**src/rtl/gate_bist_pkg.sv**
```systemverilog
// Shared definitions for the gate self-test sequencer: FSM encoding, vector count
// and the golden truth function for the AND/OR/NOT cells.
package gate_bist_pkg;

  typedef enum logic [1:0] {
    ST_IDLE   = 2'd0,
    ST_SETTLE = 2'd1,
    ST_CHECK  = 2'd2,
    ST_DONE   = 2'd3
  } bist_state_e;

  localparam int unsigned NUM_VECTORS = 4;

  // Result packed as {and, or, not}; the NOT cell only sees operand a.
  function automatic logic [2:0] expected_y(input logic a, input logic b);
    return {a & b, a | b, ~a};
  endfunction

endpackage

```
**src/rtl/gate_golden_model.sv**
```systemverilog
// Combinational reference for the gate cells: expected {and, or, not} for (a, b).
module gate_golden_model
  import gate_bist_pkg::*;
(
  input  logic       a,
  input  logic       b,
  output logic [2:0] y_exp
);

  always_comb begin
    y_exp = expected_y(a, b);
  end

endmodule

```
**src/rtl/gate_bist_ctrl.sv**
```systemverilog
// BIST sequencer: sweeps a/b through 00,01,10,11, holds each vector SETTLE_CYCLES
// clocks, then compares the gate outputs with the golden model and records mismatches.
module gate_bist_ctrl
  import gate_bist_pkg::*;
#(
  parameter int SETTLE_CYCLES = 2,
  parameter int ERR_W         = 4
) (
  input  logic             clk,
  input  logic             rst,
  // start is a single-cycle request with no ready: it is accepted only when the
  // sequencer is idle and is silently dropped in every other state.
  input  logic             start,
  output logic             a_out,
  output logic             b_out,
  input  logic             y_and,
  input  logic             y_or,
  input  logic             y_not,
  output logic             busy,
  output logic             done,
  output logic             pass,
  output logic [ERR_W-1:0] err_count,
  output logic [3:0]       fail_vec
);

  localparam int CNT_W = (SETTLE_CYCLES > 1) ? $clog2(SETTLE_CYCLES) : 1;
  localparam int IDX_W = $clog2(NUM_VECTORS);
  localparam logic [CNT_W-1:0] SETTLE_LAST = CNT_W'(SETTLE_CYCLES - 1);
  localparam logic [IDX_W-1:0] IDX_LAST    = IDX_W'(NUM_VECTORS - 1);
  localparam logic [ERR_W-1:0] ERR_MAX     = '1;

  bist_state_e      state_q, state_d;
  logic [IDX_W-1:0] idx_q, idx_d;
  logic [CNT_W-1:0] cnt_q, cnt_d;
  logic             a_q, a_d;
  logic             b_q, b_d;
  logic [ERR_W-1:0] err_q, err_d;
  logic [3:0]       fail_q, fail_d;
  logic             pass_q, pass_d;

  logic [2:0]       y_exp;
  logic [2:0]       y_mis;
  logic [1:0]       mis_cnt;
  logic [ERR_W+1:0] err_sum;
  logic [ERR_W-1:0] err_sat;

  gate_golden_model u_golden (
    .a     (a_q),
    .b     (b_q),
    .y_exp (y_exp)
  );

  // Two extra bits so the running sum never overflows before clamping.
  always_comb begin
    y_mis   = y_exp ^ {y_and, y_or, y_not};
    mis_cnt = {1'b0, y_mis[0]} + {1'b0, y_mis[1]} + {1'b0, y_mis[2]};
    err_sum = {2'b00, err_q} + (ERR_W + 2)'(mis_cnt);
    err_sat = (err_sum > {2'b00, ERR_MAX}) ? ERR_MAX : err_sum[ERR_W-1:0];
  end

  always_comb begin
    state_d = state_q;
    idx_d   = idx_q;
    cnt_d   = cnt_q;
    err_d   = err_q;
    fail_d  = fail_q;
    pass_d  = pass_q;
    unique case (state_q)
      ST_IDLE: begin
        if (start) begin
          err_d   = '0;
          fail_d  = '0;
          pass_d  = 1'b0;
          idx_d   = '0;
          cnt_d   = '0;
          state_d = ST_SETTLE;
        end
      end
      ST_SETTLE: begin
        if (cnt_q == SETTLE_LAST) begin
          cnt_d   = '0;
          state_d = ST_CHECK;
        end else begin
          cnt_d = cnt_q + CNT_W'(1);
        end
      end
      ST_CHECK: begin
        err_d = err_sat;
        if (|y_mis) fail_d[idx_q] = 1'b1;
        if (idx_q == IDX_LAST) begin
          pass_d  = (err_sat == '0);
          state_d = ST_DONE;
        end else begin
          idx_d   = idx_q + IDX_W'(1);
          state_d = ST_SETTLE;
        end
      end
      ST_DONE: begin
        idx_d   = '0;
        state_d = ST_IDLE;
      end
      default: state_d = ST_IDLE;
    endcase
    // Operands follow the vector being settled/checked and park at 00 otherwise.
    a_d = ((state_d == ST_SETTLE) || (state_d == ST_CHECK)) ? idx_d[1] : 1'b0;
    b_d = ((state_d == ST_SETTLE) || (state_d == ST_CHECK)) ? idx_d[0] : 1'b0;
  end

  always_ff @(posedge clk) begin
    if (rst) begin
      state_q <= ST_IDLE;
      idx_q   <= '0;
      cnt_q   <= '0;
      a_q     <= 1'b0;
      b_q     <= 1'b0;
      err_q   <= '0;
      fail_q  <= '0;
      pass_q  <= 1'b0;
    end else begin
      state_q <= state_d;
      idx_q   <= idx_d;
      cnt_q   <= cnt_d;
      a_q     <= a_d;
      b_q     <= b_d;
      err_q   <= err_d;
      fail_q  <= fail_d;
      pass_q  <= pass_d;
    end
  end

  assign a_out     = a_q;
  assign b_out     = b_q;
  assign busy      = (state_q == ST_SETTLE) || (state_q == ST_CHECK);
  assign done      = (state_q == ST_DONE);
  assign pass      = pass_q;
  assign err_count = err_q;
  assign fail_vec  = fail_q;

endmodule

```
**config.mk**
```make
export PLATFORM = sky130hd
export DESIGN_NAME = gate_bist_ctrl
export DESIGN_NICKNAME = d
export VERILOG_FILES = /design/src/rtl/gate_bist_pkg.sv /design/src/rtl/gate_golden_model.sv /design/src/rtl/gate_bist_ctrl.sv
export SDC_FILE = /design/constraint.sdc
export NUM_CORES = 1
export LEC_CHECK = 0
export ABC_AREA = 1
export BUFFER_PORTS_ARGS = -buffer_cell sky130_fd_sc_hd__clkbuf_2
export CORE_ASPECT_RATIO = 1.5
export CORE_UTILIZATION = 49
export DETAILED_ROUTE_END_ITERATION = 10
export PLACE_DENSITY = 0.74
export SLEW_MARGIN = 15
export SYNTH_ARGS = -nofsm -noshare
export SYNTH_HDL_FRONTEND = slang
export SYNTH_HIERARCHICAL = 1
export SYNTH_SLANG_ARGS = --single-unit
export TNS_END_PERCENT = 5
```
**constraint.sdc**
```tcl
create_clock -name clk -period 2.14 [get_ports clk]
set_input_delay 0.428 -clock clk [delete_from_list [all_inputs] [get_ports clk]]
set_output_delay 0.428 -clock clk [all_outputs]
set_load 0.02 [all_outputs]
```
Yosys cells after proc, flatten, opt, wreduce, memory -nomap -nowiden
Cells that the tools add are included.

word-level totals
  register bits after elaboration = 16
  input bits = 6
  output and inout port bits = 13
  word-level logic and storage cells = 63

cells by class
  $add $sub $neg = 5
  magnitude comparators = 3
  eq/ne operators = 9
  muxes and demuxes = 19
  bitwise gates (word level) = 6
  reductions and logical operators = 13

operators by type and width
  cell                                                         number
  case mux 4 bit (2 select lines)                              2
  two-way mux 4 bit                                            3
  two-way mux 2 bit                                            5
  == test 2 bit (second input constant)                        4
  case mux 2 bit (4 select lines)                              1
  inequality test 2 bit (second input constant)                3
  case mux 2 bit (3 select lines)                              1
  AND reduction 3 bit                                          2
  adder 4 x 2 -> 5 bit                                         1
  > comparator 5 x 4 -> 1 bit (second input constant)          1
  == test 2 x 1 -> 1 bit (second input constant)               2
  logical NOT 4 bit                                            1
  two-way mux 1 bit                                            4
  OR 4 bit                                                     1
  case mux 1 bit (2 select lines)                              2
  AND reduction 2 bit                                          2
  nonzero test 2 bit                                           2
  less-than comparator 2 x 3 -> 1 bit (second input constant)  1
  OR reduction 3 bit                                           1
  XOR 3 bit                                                    1
  adder 1 x 1 -> 2 bit                                         1
  adder 2 x 1 -> 2 bit                                         1
  adder 2 x 1 -> 2 bit (second input constant)                 1
  demux 1 bit (select 2 bit)                                   1
  9 further kinds                                              11

Longest topological paths before layout
  depth in word-level cells = 10
  depth in mapped cells = 16
  depth with buffers taken out = 16

Cells and area by module
Netlist, hierarchy kept.

by module, submodules not included
  module             times used  cells each  area an instance (um^2)  sequential area each (um^2)
  gate_bist_ctrl     1           150         1021.0                   320.3
  gate_golden_model  1           5           21.3                     0.0

Least setup slack after synthesis
No wires, ideal clock.

  kind = reg-to-reg
  from = register a_q (netlist: a_out)
  to = register pass_q (netlist: pass)
  library setup time = 0.070 ns
  arrival = 2.298 ns
  required time = 2.070 ns
  slack = -0.227 ns
  stages on the path, launching flop included = 17
  path buffers = 0
  clock period less this slack = 2.367 ns
  cell sequence = dfxtp_1 -> nand2_1 -> inv_1 -> inv_1 -> nand2_1 -> nand2_1 -> fa_1 -> ha_1 -> inv_1 -> fa_1 -> inv_1 -> nand2_1 -> nand2_1 -> nand2_1 -> nor2_1 -> nand3_1 -> a21oi_1

between the ends
  elaborated cells on any way between the ends = 12
  classes of those cells = add/sub (3); order compare (1); mux (3); bitwise (4); reduce/logical (1)

RTL lines
  item                               line                   text
  start, declared                    gate_bist_ctrl.sv:35   logic a_q, a_d;
  start signal, assigned             gate_bist_ctrl.sv:114  a_q <= 1'b0;
  start signal, assigned             gate_bist_ctrl.sv:123  a_q <= a_d;
  bitwise AND 1 bit *                gate_bist_pkg.sv:16    return {a & b, a | b, ~a};
  named net y_exp[2]                 gate_bist_ctrl.sv:41   logic [2:0] y_exp;
  XOR 3 bit *                        gate_bist_ctrl.sv:55   y_mis = y_exp ^ {y_and, y_or, y_not};
  adder 2 x 1 -> 2 bit *             gate_bist_ctrl.sv:56   mis_cnt = {1'b0, y_mis[0]} + {1'b0, y_mis[1]} + {1'b0, y_mis[2]};
  adder 4 x 2 -> 5 bit *             gate_bist_ctrl.sv:57   err_sum = {2'b00, err_q} + (ERR_W + 2)'(mis_cnt);
  > comparator 5 x 4 -> 1 bit        gate_bist_ctrl.sv:58   err_sat = (err_sum > {2'b00, ERR_MAX}) ? ERR_MAX : err_sum[ERR_W-1:0];
  two-way mux 4 bit *                gate_bist_ctrl.sv:58
  logical NOT 4 bit *                gate_bist_ctrl.sv:91   pass_d = (err_sat == '0);
  two-way mux 1 bit *                gate_bist_ctrl.sv:90   if (idx_q == IDX_LAST) begin
  case mux 1 bit (2 select lines) *  gate_bist_ctrl.sv:68   unique case (state_q)
  end signal, assigned               gate_bist_ctrl.sv:127  pass_q <= pass_d;
  end, declared                      gate_bist_ctrl.sv:39   logic pass_q, pass_d;

Mark *: on every way through the listed nets, which the timed path passes. The rest lies on a longest branch. The select of a mux whose other input is x is not followed.
A chain may end at the register's enable or synchronous reset.

Final worst setup path
Ends and elaborated chain as after synthesis.

==> reports/results.md <==
| Quantity | Reported |
|:---|:---|
| Result of the run | finished, violations left |
| Final antenna diode count | 0 |
| Core Box Area | 2030 um2 |
| Max-cap check violation count | 0 |
| Final Slew Violations | 0 |
| Worst Setup End Kind | flop |
| Design internal power | 0.445 mW |
| Relative area change from synthesis to final layout | 17.3% |
| CTS Sinks | 16 |
| Worst-path cell with the longest stage delay | fa_2 |
| Sequential share of power | 49.3% |
| Kind of start point of the critical path | flop |
| Top-level port count | 19 |
| Cell variety after synth | 21 |
| Unrepaired setup endpoints after global routing | yes |
| Switching power as a share of total power | 28.1% |
| Setup TNS | -0.314 ns |
| Die Outline Area | 2320 um2 |
| Num CTS Buffers | 3 |
| Arrival time at the worst endpoint | 2.51 ns |
| Average cell area after synthesis | 6.72 um2 |
| Vias per std cell | 4.86 |
| Final Setup Violations | 4 |
| Routed length per placed instance | 10.5 um |
| Post-layout min period | 2.28 ns |
| Fraction of layout cells with a size suffix above 1 | 26.8% |
| Timing-limited maximum frequency | 439 MHz |
| Standby leakage power | 0.625 nW |
| Share of the clock period used by the worst path after layout | 106% |
| Clock share of power | 31.9% |
| Failing checks | setup timing |
| Clock transition at the register clock pins on the worst setup and hold paths after CTS | 0.10 ns |
| I/O Buffers | 18 |
| Most common cell type on the critical path | nand2_1 |
| Count of non-filler cells in the finished layout | 201 |
| Slew margin rel. | 78.3% |
| Die width | 39.7 um |
| Total routing resource utilization after global routing | 21.6% |
| Post-synthesis net count | 169 |
| Total congestion overflow after global routing | 0 |
| Number of levels in the clock H-tree | 1 |
| Cell at the root of the clock tree | clkbuf_4 |
| Number of global-route vias before repair | 954 |
| Hold Path Class | in -> reg |
| Worst IR Drop VDD | 0.291 mV |
| Cell area after synthesis | 1040 um2 |
| Number of routed nets with antenna violations | 0 |
| Number of standard-cell rows in the floorplan | 20 |
| Flip-flop cell with the highest count after synthesis | dfxtp_1 |
| Most numerous cell types in the synthesized netlist | nand2_1 (40), inv_1 (33), dfxtp_1 (16) |
| Required time at the endpoint of the critical path | 2.37 ns |
| Maximum clock skew at final layout | 0.0112 ns |
| Synthesis-stage register bit count | 16 |
| Clock tree from TritonCTS | yes |
| Starting density of the core | 51.4% |
| Initial DRC Count | 23 |
| HPWL after detailed placement | 1760 um |
| Max Root-Sink Buffers | 2 |
| Wire length of the first global-routing pass | 3580 um |
| Clk Latency, worst-skew pair | 0.29 ns |
| Async set or reset register ratio after synthesis | 0% |
| Area share of the largest cell type after synthesis | 30.7% |
| Maximum single-stage delay on the critical path | 0.53 ns |
| WL final | 2110 um |
| DR vias | 976 |
| Cell count after placement | 196 |
| Initial antenna violation count | 0 |
| CTS hold repair buffers | 0 |
| Most numerous cell in the Yosys netlist | nand2_1 |
| GPL Wtd Cong | 0.818 |
| Die boundary height | 58.5 um |
| Detailed-router iteration count before antenna repair | 4 |
| Slew at the pin closest to its max-slew limit | 0.326 ns |
| # DRC | 0 |
| Maximum number of pins on one net before global-route repair | 10 |
| Critical path fanouts, max | 3 |
| Ys Warns | 6 |
| NumNets Final | 194 |
| Power density over the cells | 506 nW/um2 |
| Part of the Yosys area used for sequential elements | 30.7% |
| Number of synthesized flops with an enable pin | 0 |
| Most area-consuming cells after synthesis | dfxtp_1 (31%), nand2_1 (14%), inv_1 (12%), ha_1 (7.2%), nor2_1 (5.4%) |
| Synthesized netlist cell count | 155 |
| Cells along the critical path | nand2_1 -> inv_1 -> inv_1 -> nand2_1 -> nand2_2 -> fa_1 -> ha_2 -> inv_2 -> fa_2 -> nand2_1 -> nor2_1 -> nand3_1 -> a21oi_1 |
| Worst Setup Slack, final | -0.137 ns |
| Hold Violations, Final | 0 |
| Proportion of power drawn by combinational gates | 18.9% |
| Crit Path Class | reg -> reg |
| Largest area contributor in the netlist | dfxtp_1 |
| Net load switching power | 0.174 mW |
-- cells by family after synthesis --
family	synth area share, %
buffers and inverters	15.0
adder cells (fa/ha/maj)	11.0
AO/OA/AOI/OAI	9.48
flip-flops	30.7
AND/OR/NAND/NOR	33.7
-- worst max-delay path: cells and delay by family (launching register included) --
| family | cells | cell delay [ns] |
|---|---|---|
| compound gates | 1 | 0.11 |
| fa+ha+maj | 3 | 1.19 |
| buf+inv | 3 | 0.14 |
| flops | 1 | 0.36 |
| simple gates | 6 | 0.39 |
-- metal layers --
| metal | track usage, % | vias up | share of wire (%) |
|---|---|---|---|
| met4 | 14.3 | 0 | 2.5 |
| met5 | 0 | - | 0 |
| met3 | 2.26 | 8 | 2.6 |
| met2 | 38.9 | 22 | 55 |
| li1 | - | 519 | - |
| met1 | 21.6 | 427 | 40 |
-- flip-flops by register name, summed over array words and instances, names as in the netlist --
register and flops:
b_out 1, state_q 2, a_out 1, pass 1, cnt_q 1, fail_vec 4
err_count 4, idx_q 2
-- through the flow --
step / hold slack [ns] / worst slack [ns] / power [mW] / cell area [um2] / util [%]
floorplan: 0.500 / -0.0642 / 0.398 / 1050 / -
global placement: 0.440 / -0.191 / 0.423 / 1180 / 58.0
detailed placement: 0.442 / -0.250 / 0.428 / 1180 / 58.0
CTS: 0.414 / -0.159 / 0.626 / 1220 / 60.3
global route: 0.424 / -0.263 / 0.657 / 1220 / 60.3
finish: 0.418 / -0.137 / 0.619 / 1220 / 60.3
-- final timing paths --
check / cells past startpoint / from / slack [ns] / end
worst max-delay path: 13 / a_out$_SDFF_PP0_ / -0.14 / pass$_SDFFE_PP0P_
worst min-delay path: 2 / rst / 0.42 / err_count[3]$_SDFFE_PP0P_
worst max register to register: 13 / a_out$_SDFF_PP0_ / -0.14 / pass$_SDFFE_PP0P_
worst min register to register: 2 / fail_vec[3]$_SDFFE_PP0P_ / 0.45 / fail_vec[3]$_SDFFE_PP0P_
-- cell type report --
class                           instances  area [um2]
Multi-Input combinational cell        101         573
Timing Repair Buffer                   22         120
Fill cell                             218         805
Tap cell                               22        27.5
Clock buffer                            4        36.3
Inverter                               36         138
Sequential cell                        16         328
-- power groups by stage --
| stage | Sequential, mW | Combinational, mW | Clock, mW |
|---|---|---|---|
| 6_report | 0.305 | 0.117 | 0.197 |
| 3_3_place_gp | 0.312 | 0.111 | 0 |
| 2_1_floorplan | 0.313 | 0.0854 | 0 |
| 3_5_place_dp | 0.312 | 0.116 | 0 |
| 5_1_grt | 0.306 | 0.131 | 0.220 |
| 4_1_cts | 0.305 | 0.118 | 0.203 |
-- cells in the final DEF (no fill, tap or decap), drive strengths merged --
master  synthesis  final
dfxtp          16     16
buf             2      4
o211ai          2      2
fa              2      2
nand3          13     13
clkbuf          0     22
nand4           1      1
a21oi          10     10
o21ai           4      4
nand2          46     46
inv            36     36
ha              6      6
nor2           16     16
o22ai           1      1
-- timing repair --
action,4_1_cts,5_1_grt
pin swaps,1,1
setup endpoints to repair,5,5
setup buffers,1,0
resized for setup,3,0
No activity file was read; power rests on OpenSTA's default activity.
